$ cat config.mk
export PLATFORM = sky130hd
export DESIGN_NAME = mem_port_arbiter
export DESIGN_NICKNAME = d
export VERILOG_FILES = /design/src/rtl/mem_arb_pkg.sv /design/src/rtl/mem_arb_starve_ctr.sv /design/src/rtl/mem_port_arbiter.sv
export SDC_FILE = /design/constraint.sdc
export NUM_CORES = 1
export LEC_CHECK = 0
export CAP_MARGIN = 25
export CORE_MARGIN = 2
export CORE_UTILIZATION = 30
export CTS_CLUSTER_DIAMETER = 50
export DETAILED_ROUTE_END_ITERATION = 6
export HOLD_SLACK_MARGIN = 0.02
export PLACE_DENSITY = 0.64
export REMOVE_ABC_BUFFERS = 1
export SLEW_MARGIN = 10
export SYNTH_ARGS = -nofsm -noshare
export SYNTH_HDL_FRONTEND = slang
export SYNTH_SLANG_ARGS = --single-unit
$ cat constraint.sdc
create_clock -name clk -period 1.7 [get_ports clk]
set_input_delay 0.34 -clock clk [delete_from_list [all_inputs] [get_ports clk]]
set_output_delay 0.34 -clock clk [all_outputs]
set_load 0.005 [all_outputs]
$ cat src/rtl/mem_arb_pkg.sv
// Shared types and constants for the memory port arbiter.
// Optional build macro: MEM_ARB_ALIGN_CHECK_EN adds the misaligned-request
// error owner states used by the arbiter when alignment checking is enabled.

package mem_arb_pkg;

  // Byte address to word index shift (32-bit words).
  localparam int WORD_SHIFT   = 2;

  // Width of the IF starvation counter; wide enough for STARVE_MAX up to 15.
  localparam int STARVE_CNT_W = 4;

  // Owner of the memory port response slot in the following cycle.
`ifdef MEM_ARB_ALIGN_CHECK_EN
  typedef enum logic [2:0] {
    OWN_NONE   = 3'd0,
    OWN_IF_RD  = 3'd1,
    OWN_D_RD   = 3'd2,
    OWN_D_WR   = 3'd3,
    OWN_IF_ERR = 3'd4,
    OWN_D_ERR  = 3'd5
  } owner_e;
`else
  typedef enum logic [2:0] {
    OWN_NONE  = 3'd0,
    OWN_IF_RD = 3'd1,
    OWN_D_RD  = 3'd2,
    OWN_D_WR  = 3'd3
  } owner_e;
`endif

  // True when the low byte-offset bits of an address are non-zero.
  function automatic logic is_misaligned(input logic [1:0] lo_bits);
    return lo_bits != 2'b00;
  endfunction

endpackage

$ cat src/rtl/mem_arb_starve_ctr.sv
// IF starvation counter for the memory port arbiter.
// Counts consecutive cycles in which IF requests but loses arbitration and
// raises force_if once the count reaches STARVE_MAX, handing IF the port.

`ifndef MEM_ARB_FF
// Register with synchronous active-high reset on cpu_rst.
// NOTE: sequential state uses non-blocking assignments so every register
// samples pre-edge values; the reset branch is sampled on the clock edge only.
`define MEM_ARB_FF(q, d, rst_val) \
  always_ff @(posedge clk) begin  \
    if (cpu_rst) q <= (rst_val);  \
    else         q <= (d);        \
  end
`endif

module mem_arb_starve_ctr
  import mem_arb_pkg::*;
#(
  parameter int STARVE_MAX = 4
) (
  input  logic clk,
  input  logic cpu_rst,
  input  logic if_valid,
  input  logic if_grant,
  output logic force_if
);

  localparam logic [STARVE_CNT_W-1:0] CNT_MAX = STARVE_CNT_W'(STARVE_MAX);

  logic [STARVE_CNT_W-1:0] cnt_q;
  logic [STARVE_CNT_W-1:0] cnt_d;

  // Next count: clear on IF grant or no IF request, else count up and saturate.
  always_comb begin
    cnt_d = cnt_q;
    if (!if_valid || if_grant) begin
      cnt_d = '0;
    end else if (cnt_q != CNT_MAX) begin
      cnt_d = cnt_q + 1'b1;
    end
  end

  // Counter register.
  `MEM_ARB_FF(cnt_q, cnt_d, '0)

  assign force_if = (cnt_q == CNT_MAX);

endmodule

$ cat src/rtl/mem_port_arbiter.sv
// Two-requester arbiter for the single behavioural memory port.
// IF (instruction fetch, read-only) and D (load/store) share the port; D has
// priority unless IF has been starved for STARVE_MAX cycles. Granted requests
// go to memory in the grant cycle and the registered owner routes the
// one-cycle-later response back to the issuing requester.
// Optional build macro: MEM_ARB_ALIGN_CHECK_EN adds if_rsp_err/d_rsp_err and
// turns misaligned requests into error responses instead of memory accesses.

`ifndef MEM_ARB_FF
// Register with synchronous active-high reset on cpu_rst.
// NOTE: sequential state uses non-blocking assignments so every register
// samples pre-edge values; the reset branch is sampled on the clock edge only.
`define MEM_ARB_FF(q, d, rst_val) \
  always_ff @(posedge clk) begin  \
    if (cpu_rst) q <= (rst_val);  \
    else         q <= (d);        \
  end
`endif

module mem_port_arbiter
  import mem_arb_pkg::*;
#(
  parameter int ADDRWIDTH  = 32,
  parameter int BUSWIDTH   = 32,
  parameter int STARVE_MAX = 4
) (
  input  logic                 clk,
  input  logic                 cpu_rst,
  // Instruction fetch requester
  input  logic                 if_req_valid,
  output logic                 if_req_ready,
  input  logic [ADDRWIDTH-1:0] if_req_addr,
  output logic                 if_rsp_valid,
  output logic [BUSWIDTH-1:0]  if_rsp_data,
  // Data load/store requester
  input  logic                 d_req_valid,
  output logic                 d_req_ready,
  input  logic [ADDRWIDTH-1:0] d_req_addr,
  input  logic                 d_req_wren,
  input  logic [BUSWIDTH-1:0]  d_req_wdata,
  output logic                 d_rsp_valid,
  output logic [BUSWIDTH-1:0]  d_rsp_data,
`ifdef MEM_ARB_ALIGN_CHECK_EN
  output logic                 if_rsp_err,
  output logic                 d_rsp_err,
`endif
  // Memory side
  output logic [ADDRWIDTH-1:0] mem_rd_addr,
  output logic [ADDRWIDTH-1:0] mem_wr_addr,
  output logic [BUSWIDTH-1:0]  mem_wr_data,
  output logic                 mem_wren,
  input  logic [BUSWIDTH-1:0]  mem_rd_data
);

  logic force_if;
  logic if_grant;
  logic d_grant;
  logic if_bad;
  logic d_bad;
  logic issue_if_rd;
  logic issue_d_rd;
  logic issue_d_wr;

  owner_e owner_q;
  owner_e owner_d;

  logic [ADDRWIDTH-1:0] rd_addr_q;
  logic [ADDRWIDTH-1:0] wr_addr_q;
  logic [BUSWIDTH-1:0]  wr_data_q;
  logic [ADDRWIDTH-1:0] if_word;
  logic [ADDRWIDTH-1:0] d_word;

  assign if_word = if_req_addr >> WORD_SHIFT;
  assign d_word  = d_req_addr  >> WORD_SHIFT;

`ifdef MEM_ARB_ALIGN_CHECK_EN
  assign if_bad = is_misaligned(if_req_addr[1:0]);
  assign d_bad  = is_misaligned(d_req_addr[1:0]);
`else
  // Byte offsets are deliberately dropped in this build.
  logic unused_lo_bits;
  assign unused_lo_bits = ^{if_req_addr[1:0], d_req_addr[1:0]};
  assign if_bad = 1'b0;
  assign d_bad  = 1'b0;
`endif

  mem_arb_starve_ctr #(
    .STARVE_MAX (STARVE_MAX)
  ) u_starve (
    .clk      (clk),
    .cpu_rst  (cpu_rst),
    .if_valid (if_req_valid),
    .if_grant (if_grant),
    .force_if (force_if)
  );

  // Grant selection: D wins by default, IF wins alone or when starved; no
  // grants while reset is asserted.
  always_comb begin
    if_grant = 1'b0;
    d_grant  = 1'b0;
    if (!cpu_rst) begin
      if (if_req_valid && (force_if || !d_req_valid)) begin
        if_grant = 1'b1;
      end else if (d_req_valid) begin
        d_grant = 1'b1;
      end
    end
  end

  assign if_req_ready = if_grant;
  assign d_req_ready  = d_grant;

  // Decide what the grant does this cycle and who owns next cycle's response.
  // NOTE: every combinational output gets a default first so no latch is inferred.
  always_comb begin
    issue_if_rd = 1'b0;
    issue_d_rd  = 1'b0;
    issue_d_wr  = 1'b0;
    owner_d     = OWN_NONE;
    if (if_grant) begin
`ifdef MEM_ARB_ALIGN_CHECK_EN
      if (if_bad) begin
        owner_d = OWN_IF_ERR;
      end else
`endif
      begin
        issue_if_rd = 1'b1;
        owner_d     = OWN_IF_RD;
      end
    end else if (d_grant) begin
`ifdef MEM_ARB_ALIGN_CHECK_EN
      if (d_bad) begin
        owner_d = OWN_D_ERR;
      end else
`endif
      if (d_req_wren) begin
        issue_d_wr = 1'b1;
        owner_d    = OWN_D_WR;
      end else begin
        issue_d_rd = 1'b1;
        owner_d    = OWN_D_RD;
      end
    end
  end

  // Memory request: new values in an issue cycle, otherwise hold the last ones.
  always_comb begin
    mem_rd_addr = rd_addr_q;
    mem_wr_addr = wr_addr_q;
    mem_wr_data = wr_data_q;
    mem_wren    = issue_d_wr;
    if (issue_if_rd) begin
      mem_rd_addr = if_word;
    end else if (issue_d_rd) begin
      mem_rd_addr = d_word;
    end
    if (issue_d_wr) begin
      mem_wr_addr = d_word;
      mem_wr_data = d_req_wdata;
    end
  end

  // Last issued memory address/data, held across idle cycles.
  `MEM_ARB_FF(rd_addr_q, mem_rd_addr, '0)
  `MEM_ARB_FF(wr_addr_q, mem_wr_addr, '0)
  `MEM_ARB_FF(wr_data_q, mem_wr_data, '0)

  // Response owner, loaded from every cycle's grant outcome.
  `MEM_ARB_FF(owner_q, owner_d, OWN_NONE)

  // Response routing from the owner register; reset drops a pending response.
  always_comb begin
    if_rsp_valid = 1'b0;
    if_rsp_data  = '0;
    d_rsp_valid  = 1'b0;
    d_rsp_data   = '0;
`ifdef MEM_ARB_ALIGN_CHECK_EN
    if_rsp_err   = 1'b0;
    d_rsp_err    = 1'b0;
`endif
    if (!cpu_rst) begin
      case (owner_q)
        OWN_IF_RD: begin
          if_rsp_valid = 1'b1;
          if_rsp_data  = mem_rd_data;
        end
        OWN_D_RD: begin
          d_rsp_valid = 1'b1;
          d_rsp_data  = mem_rd_data;
        end
        OWN_D_WR: begin
          d_rsp_valid = 1'b1;
        end
`ifdef MEM_ARB_ALIGN_CHECK_EN
        OWN_IF_ERR: begin
          if_rsp_valid = 1'b1;
          if_rsp_err   = 1'b1;
        end
        OWN_D_ERR: begin
          d_rsp_valid = 1'b1;
          d_rsp_err   = 1'b1;
        end
`endif
        default: begin
        end
      endcase
    end
  end

endmodule

Word level (Yosys, flattened, before mapping)
Index checks and enable logic that the tools add are counted.

operators by class
  $add $sub $neg = 1
  eq/ne operators = 5
  multiplexer cells = 27
  bitwise operators = 1
  reductions and logical operators = 8

operators by type and width
  operator             number
  $mux 32              8
  $mux 1               19
  $eq 3x2->1 const B   2
  $add 4x1->4 const B  1
  $eq 4x3->1 const B   1
  $ne 4x3->1 const B   1
  $reduce_or 2->1      2
  $eq 3x1->1 const B   1
  $reduce_or 3->1      1
  $logic_not 1->1      2
  $logic_or 1x1->1     2
  $logic_and 1x1->1    1
  $not 1->1            1

storage, ports and cells
  flip-flop bits (word level) = 103
  word-level logic and storage cells = 48

Logic depth before layout (Yosys ltp)
  depth after elaboration = 9
  mapped depth = 8
  depth with buffers taken out = 6

Hierarchy
Synthesis repeated with hierarchy kept, for this count alone.

unflattened totals
  cell total of the unflattened synthesis = 729
  area, all modules = 6561.3 um2

by module, submodules not included
  module              times used  cells an instance  area each (um2)  seq. area each (um2)
  mem_port_arbiter    1           708                6347.3           1961.9
  mem_arb_starve_ctr  1           21                 214.0            80.1

Worst setup path after synthesis
Ideal clock, no wire load.

  kind = flip-flop to output port
  start = reg u_starve.cnt_q[0]
  end = out mem_wr_addr[0]
  arrival = 1518 ps
  data required time = 1360 ps
  setup slack = -158 ps
  cell stages (with the launch flop) = 9
  path through = dfxtp_1 > inv_1 > ha_1 > and4b_1 > buf_4 > buf_6 > buf_6 > o31ai_2 > nand2_1

between the ends
  word-level cells in the longest chain between the ends = 8
  elaborated cells between the ends (all ways) = 10
  those cells by class = 1 x eq/ne; 7 x mux; 2 x reduce/logical

ends and longest elaborated chain
  element                RTL line                  RTL
  start: declaration     mem_arb_starve_ctr.sv:30  logic [STARVE_CNT_W-1:0] cnt_q;
  $eq 4x3->1 (*)         mem_arb_starve_ctr.sv:46  assign force_if = (cnt_q == CNT_MAX);
  $logic_or 1x1->1 (*)   mem_port_arbiter.sv:103   if (if_req_valid && (force_if || !d_req_valid)) begin
  $logic_and 1x1->1 (*)  mem_port_arbiter.sv:103
  $mux 1                 mem_port_arbiter.sv:103
  $mux 1                 mem_port_arbiter.sv:102   if (!cpu_rst) begin
  $mux 1                 mem_port_arbiter.sv:131   end else if (d_grant) begin
  $mux 1 (*)             mem_port_arbiter.sv:121   if (if_grant) begin
  $mux 32 (*)            mem_port_arbiter.sv:158   if (issue_d_wr) begin
  end: declaration       mem_port_arbiter.sv:49    output logic [ADDRWIDTH-1:0] mem_wr_addr,

Every way passes the cells marked *; elsewhere a longest branch is shown, timed or not.

Worst setup path in the final report
  start = reg u_starve.cnt_q[1]
  end = out mem_wr_data[3]

between the ends
  word-level cells in the longest chain between the ends = 8
  elaborated cells between the ends (all ways) = 10
  those cells by class = 1 x eq/ne; 7 x mux; 2 x reduce/logical

ends and longest elaborated chain
  element                RTL line                  RTL
  $eq 4x3->1 (*)         mem_arb_starve_ctr.sv:46
  $logic_or 1x1->1 (*)   mem_port_arbiter.sv:103
  $logic_and 1x1->1 (*)  mem_port_arbiter.sv:103
  $mux 1                 mem_port_arbiter.sv:103
  $mux 1                 mem_port_arbiter.sv:102
  $mux 1                 mem_port_arbiter.sv:131
  $mux 1 (*)             mem_port_arbiter.sv:121
  $mux 32 (*)            mem_port_arbiter.sv:158
  end: declaration       mem_port_arbiter.sv:50    output logic [BUSWIDTH-1:0] mem_wr_data,

Marked as above.

==> summary.md <==
• 298 — I/O pin cnt
• flop to output port — class of the most critical setup path
• sky130_fd_sc_hd__dfxtp_1 — Top FF cell, synth
• 36 — number of different library cells in the post-synthesis netlist
• built — CTS tree
• 1304 — net count reported at finish
• 0.488 — relative slew slack
• 102 x sky130_fd_sc_hd__dfxtp_1, 66 x sky130_fd_sc_hd__and2_1, 64 x sky130_fd_sc_hd__nand2_1, 62 x sky130_fd_sc_hd__a21oi_1, 62 x sky130_fd_sc_hd__nand4_1 — top cells by instance count after synthesis
• 50 — number of placement rows
• 9 — total CTS buffers
• 3 — maximum level of the CTS H-tree
• 0 — max-cap check violation count
• 433 — starting DRC count in detailed routing
• 0.318 — synthesized-area fraction occupied by ao, oa, aoi and oai cells
• 0.560 — proportion of layout cells with a drive suffix above 1
• sky130_fd_sc_hd__clkbuf_16 — clock root buffer
• 17.0 mm — half-perimeter wire length after placement
• complete, but fails checks — outcome
• 293 — number of port buffers
• -0.708 ns — Final Worst Setup Slack
• 5.46 — number of vias per cell
• 503 nW/um^2 — pwr dens
• 2.07 ns — arrival time at the worst endpoint
• 0.241 — simple logic cell fraction of the synthesized area
• 1.42 — Tcrit/Tclk final
• 2 — buffers from clock root to sink, at most
• 4 — number of antenna violations at the first check in global routing
• compound AO/OA/AOI/OAI gates — largest family of logic cells by synthesized area
• 1276 — cell count after placement
• 0.376 ns — Fin Hold WS
• 415 MHz — Max Freq
• 0.395 — share of total power in sequential cells
• 64 — largest net degree at the start of global routing
• 143 um — DIE WIDTH
• 0 — number of flops mapped to enable cells by yosys
• 18800 um^2 — core area
• 188 — Finish-stage setup viols
• 4.53 mW — internal power of the cells
• 102 — count of clock tree sinks
• sky130_fd_sc_hd__dfxtp_1 35%, sky130_fd_sc_hd__o31ai_2 10%, sky130_fd_sc_hd__and2_1 7.1% — largest cells by area after synthesis
• negative setup slack — failing checks
• 0.00173 — mux share of post-synthesis cell area
• 0.262 — gr usage total
• 0 — post-detailed-route DRC marker count
• 5 — first-pass iteration count of the detailed router
• 1436 — count of non-filler cells in the finished layout
• 8 — biggest fanout along the worst timing path
• output port — Worst setup EP type
• 122% — Layout Area Growth over Synthesis
• sky130_fd_sc_hd__dfxtp_1 — most repeated cell in the gate-level netlist after synthesis
• 1.94 mW — Psw
• 432 uV — peak supply drop
• 0 — number of hold violations in the final report
• 5790 um^2 — netlist area before placement
• true — setup repair after global routing missed its margin
• 0.314 — power share of the clock group
• flop — critical path startpoint category
• 143 um — Die Span Y
• 0.00151 — post-synthesis share of cell area spent on xor and xnor gates
• 5.33 nW — leakage power of the design
• inv_2 > ha_4 > nand4b_1 > buf_6 > buf_12 > buf_6 > buf_6 > buf_8 > nand4_1 > nand2_1 > buf_6 — cell breakdown of the critical path
• 7551 — vias in the first global route
• 41.8 mm — first-pass GRT wire length
• 0.00934 ns — Post-Route Skew
• 0.308 — initial core utilization
• 0.819 — weighted congestion reported at the end of routability-driven placement
• 0.352 — portion of synthesized cell area occupied by the leading cell type
• 30.1 mm — final WL
• sky130_fd_sc_hd__dfxtp_1 — cell type with the highest aggregate area in the netlist
• 0.07 ns — clock transition at the registers of the reported paths
• input pin to flop — worst min path class
• 7842 — vias post-DR
• 695 — gate count of the mapped netlist
• 0 — post-synthesis async set-or-reset flop share
• 0.352 — portion of the post-synthesis area used by sequential elements
• 0.33 ns — CP max stage delay
• 0 — Hold-fix buffers, CTS
• 0 — antenna-violating nets left
• 8.34 um^2 — mean cell area of the mapped netlist
• 0 — count of yosys warnings during synthesis
• 0 — total gr overflow
• 0 — Final Max Slew Viols
• 0.291 — Gate power share
• sky130_fd_sc_hd__buf_6 — Crit path top cell by count
• 0.769 ns — actual slew at the worst max-slew pin
• 20400 um^2 — overall die area
• 102 — number of synthesized register bits
• 0.36 ns — clock latency at the later pin of the worst-skew pair
• sky130_fd_sc_hd__dfxtp_2 — Critical Path Slowest Stage Cell
• 21.0 um — wire length per cell after detailed routing
• 1.36 ns — Required @ worst endpoint
• 0.300 — Sw Ratio
• 0.00432 — Synth Area in Adders
• 2.41 ns — Tmin final
• -1.04 ns — Worst Setup Slack post-DPL
## final timing paths
kind / depth (start not counted) / slack [ns] / endpoint / start
max reg2reg: 13 / -0.41 / wr_data_q[10]$_SDFF_PP0_ / u_starve.cnt_q[1]$_SDFFE_PP0N_
min: 3 / 0.38 / rd_addr_q[21]$_SDFF_PP0_ / cpu_rst
min reg2reg: 1 / 0.47 / wr_addr_q[30]$_SDFF_PP0_ / wr_addr_q[30]$_SDFF_PP0_
max: 11 / -0.71 / mem_wr_data[3] / u_starve.cnt_q[1]$_SDFFE_PP0N_
## cells by family (layout without fill, tap and decap cells)
kind of cell             count (synthesis)  count (layout)
AO/OA/AOI/OAI                          245             245
XOR/XNOR                                 1               1
other                                    0               2
flip-flops                             102             102
adder cells (fa/ha/maj)                  2               2
multiplexers                             1               1
buffers and inverters                   94             573
AND/OR/NAND/NOR                        250             250
## flip-flops by register name (all words and copies together) (netlist names)
register,flops
owner_q,2
rd_addr_q,32
u_starve.cnt_q,4
wr_addr_q,32
wr_data_q,32
## placed cells by master (no fill, tap or decap), drive strengths merged, types with 2 or more instances in the layout
cell           instances
nor2b                  3
nand4b                 2
nand2                 64
nand2b                 2
o31ai                 62
clkbuf                45
diode                  2
nor2                   8
dfxtp                102
clkinvlp               2
and3                   2
a211oi                30
clkdlybuf4s50        124
ha                     2
and2                  66
o21ai                 30
a21oi                 62
dlymetal6s2s           5
buf                  385
a311oi                30
inv                    6
nand4                 62
clkinv                 3
a31oi                 30
nor4b                  2
nor3b                  4
nand3                 32
dlygate4sd2            3
## power groups by stage
stage               clock network [mW]  registers, mW  logic [mW]
global route                      2.15           2.56        1.98
CTS                               2.03           2.54        1.69
finish                            2.03           2.56        1.88
global placement                     0           2.57        1.49
detailed placement                   0           2.57        1.49
floorplan                            0           2.57       0.433
## area by class of cell
cell class | instances | area, um^2
Antenna cell | 2 | 5.00
Clock buffer | 11 | 243
Clock inverter | 5 | 33.8
Fill cell | 1373 | 5970
Inverter | 6 | 26.3
Multi-Input combinational cell | 499 | 4770
Sequential cell | 102 | 2050
Tap cell | 260 | 325
Timing Repair Buffer | 551 | 5410
## timing repair
| item | 4_1_cts | 5_1_grt |
|---|---|---|
| cloned | 12 | 6 |
| setup endpoints to repair | 196 | 208 |
| gates resized for setup | 722 | 354 |
| setup buffers | 79 | 80 |
| pin swaps | 94 | 179 |
## critical path: cells and delay by family, from the launching register on
family        cells  cell delay [ns]
simple gates      3             0.38
buf+inv           7             0.85
fa+ha+maj         1             0.14
flops             1             0.33
## per-stage QoR
stage	util	setup TNS, ns	cell area (um^2)	total power [mW]
floorplan	-	-385.25	5350	3.00
global placement	0.516	-149.52	9720	4.06
detailed placement	0.516	-154.95	9720	4.07
CTS	0.617	-81.90	11600	6.26
global route	0.683	-84.74	12900	6.69
finish	0.683	-73.91	12900	6.47
## per-layer routing
layer | GRT usage | part of all wire
met5 | 0 | 0.00036
met4 | 0.125 | 0.041
met3 | 0.0610 | 0.070
met2 | 0.456 | 0.51
met1 | 0.303 | 0.38
Note: power is estimated with default switching activity, not from simulation.
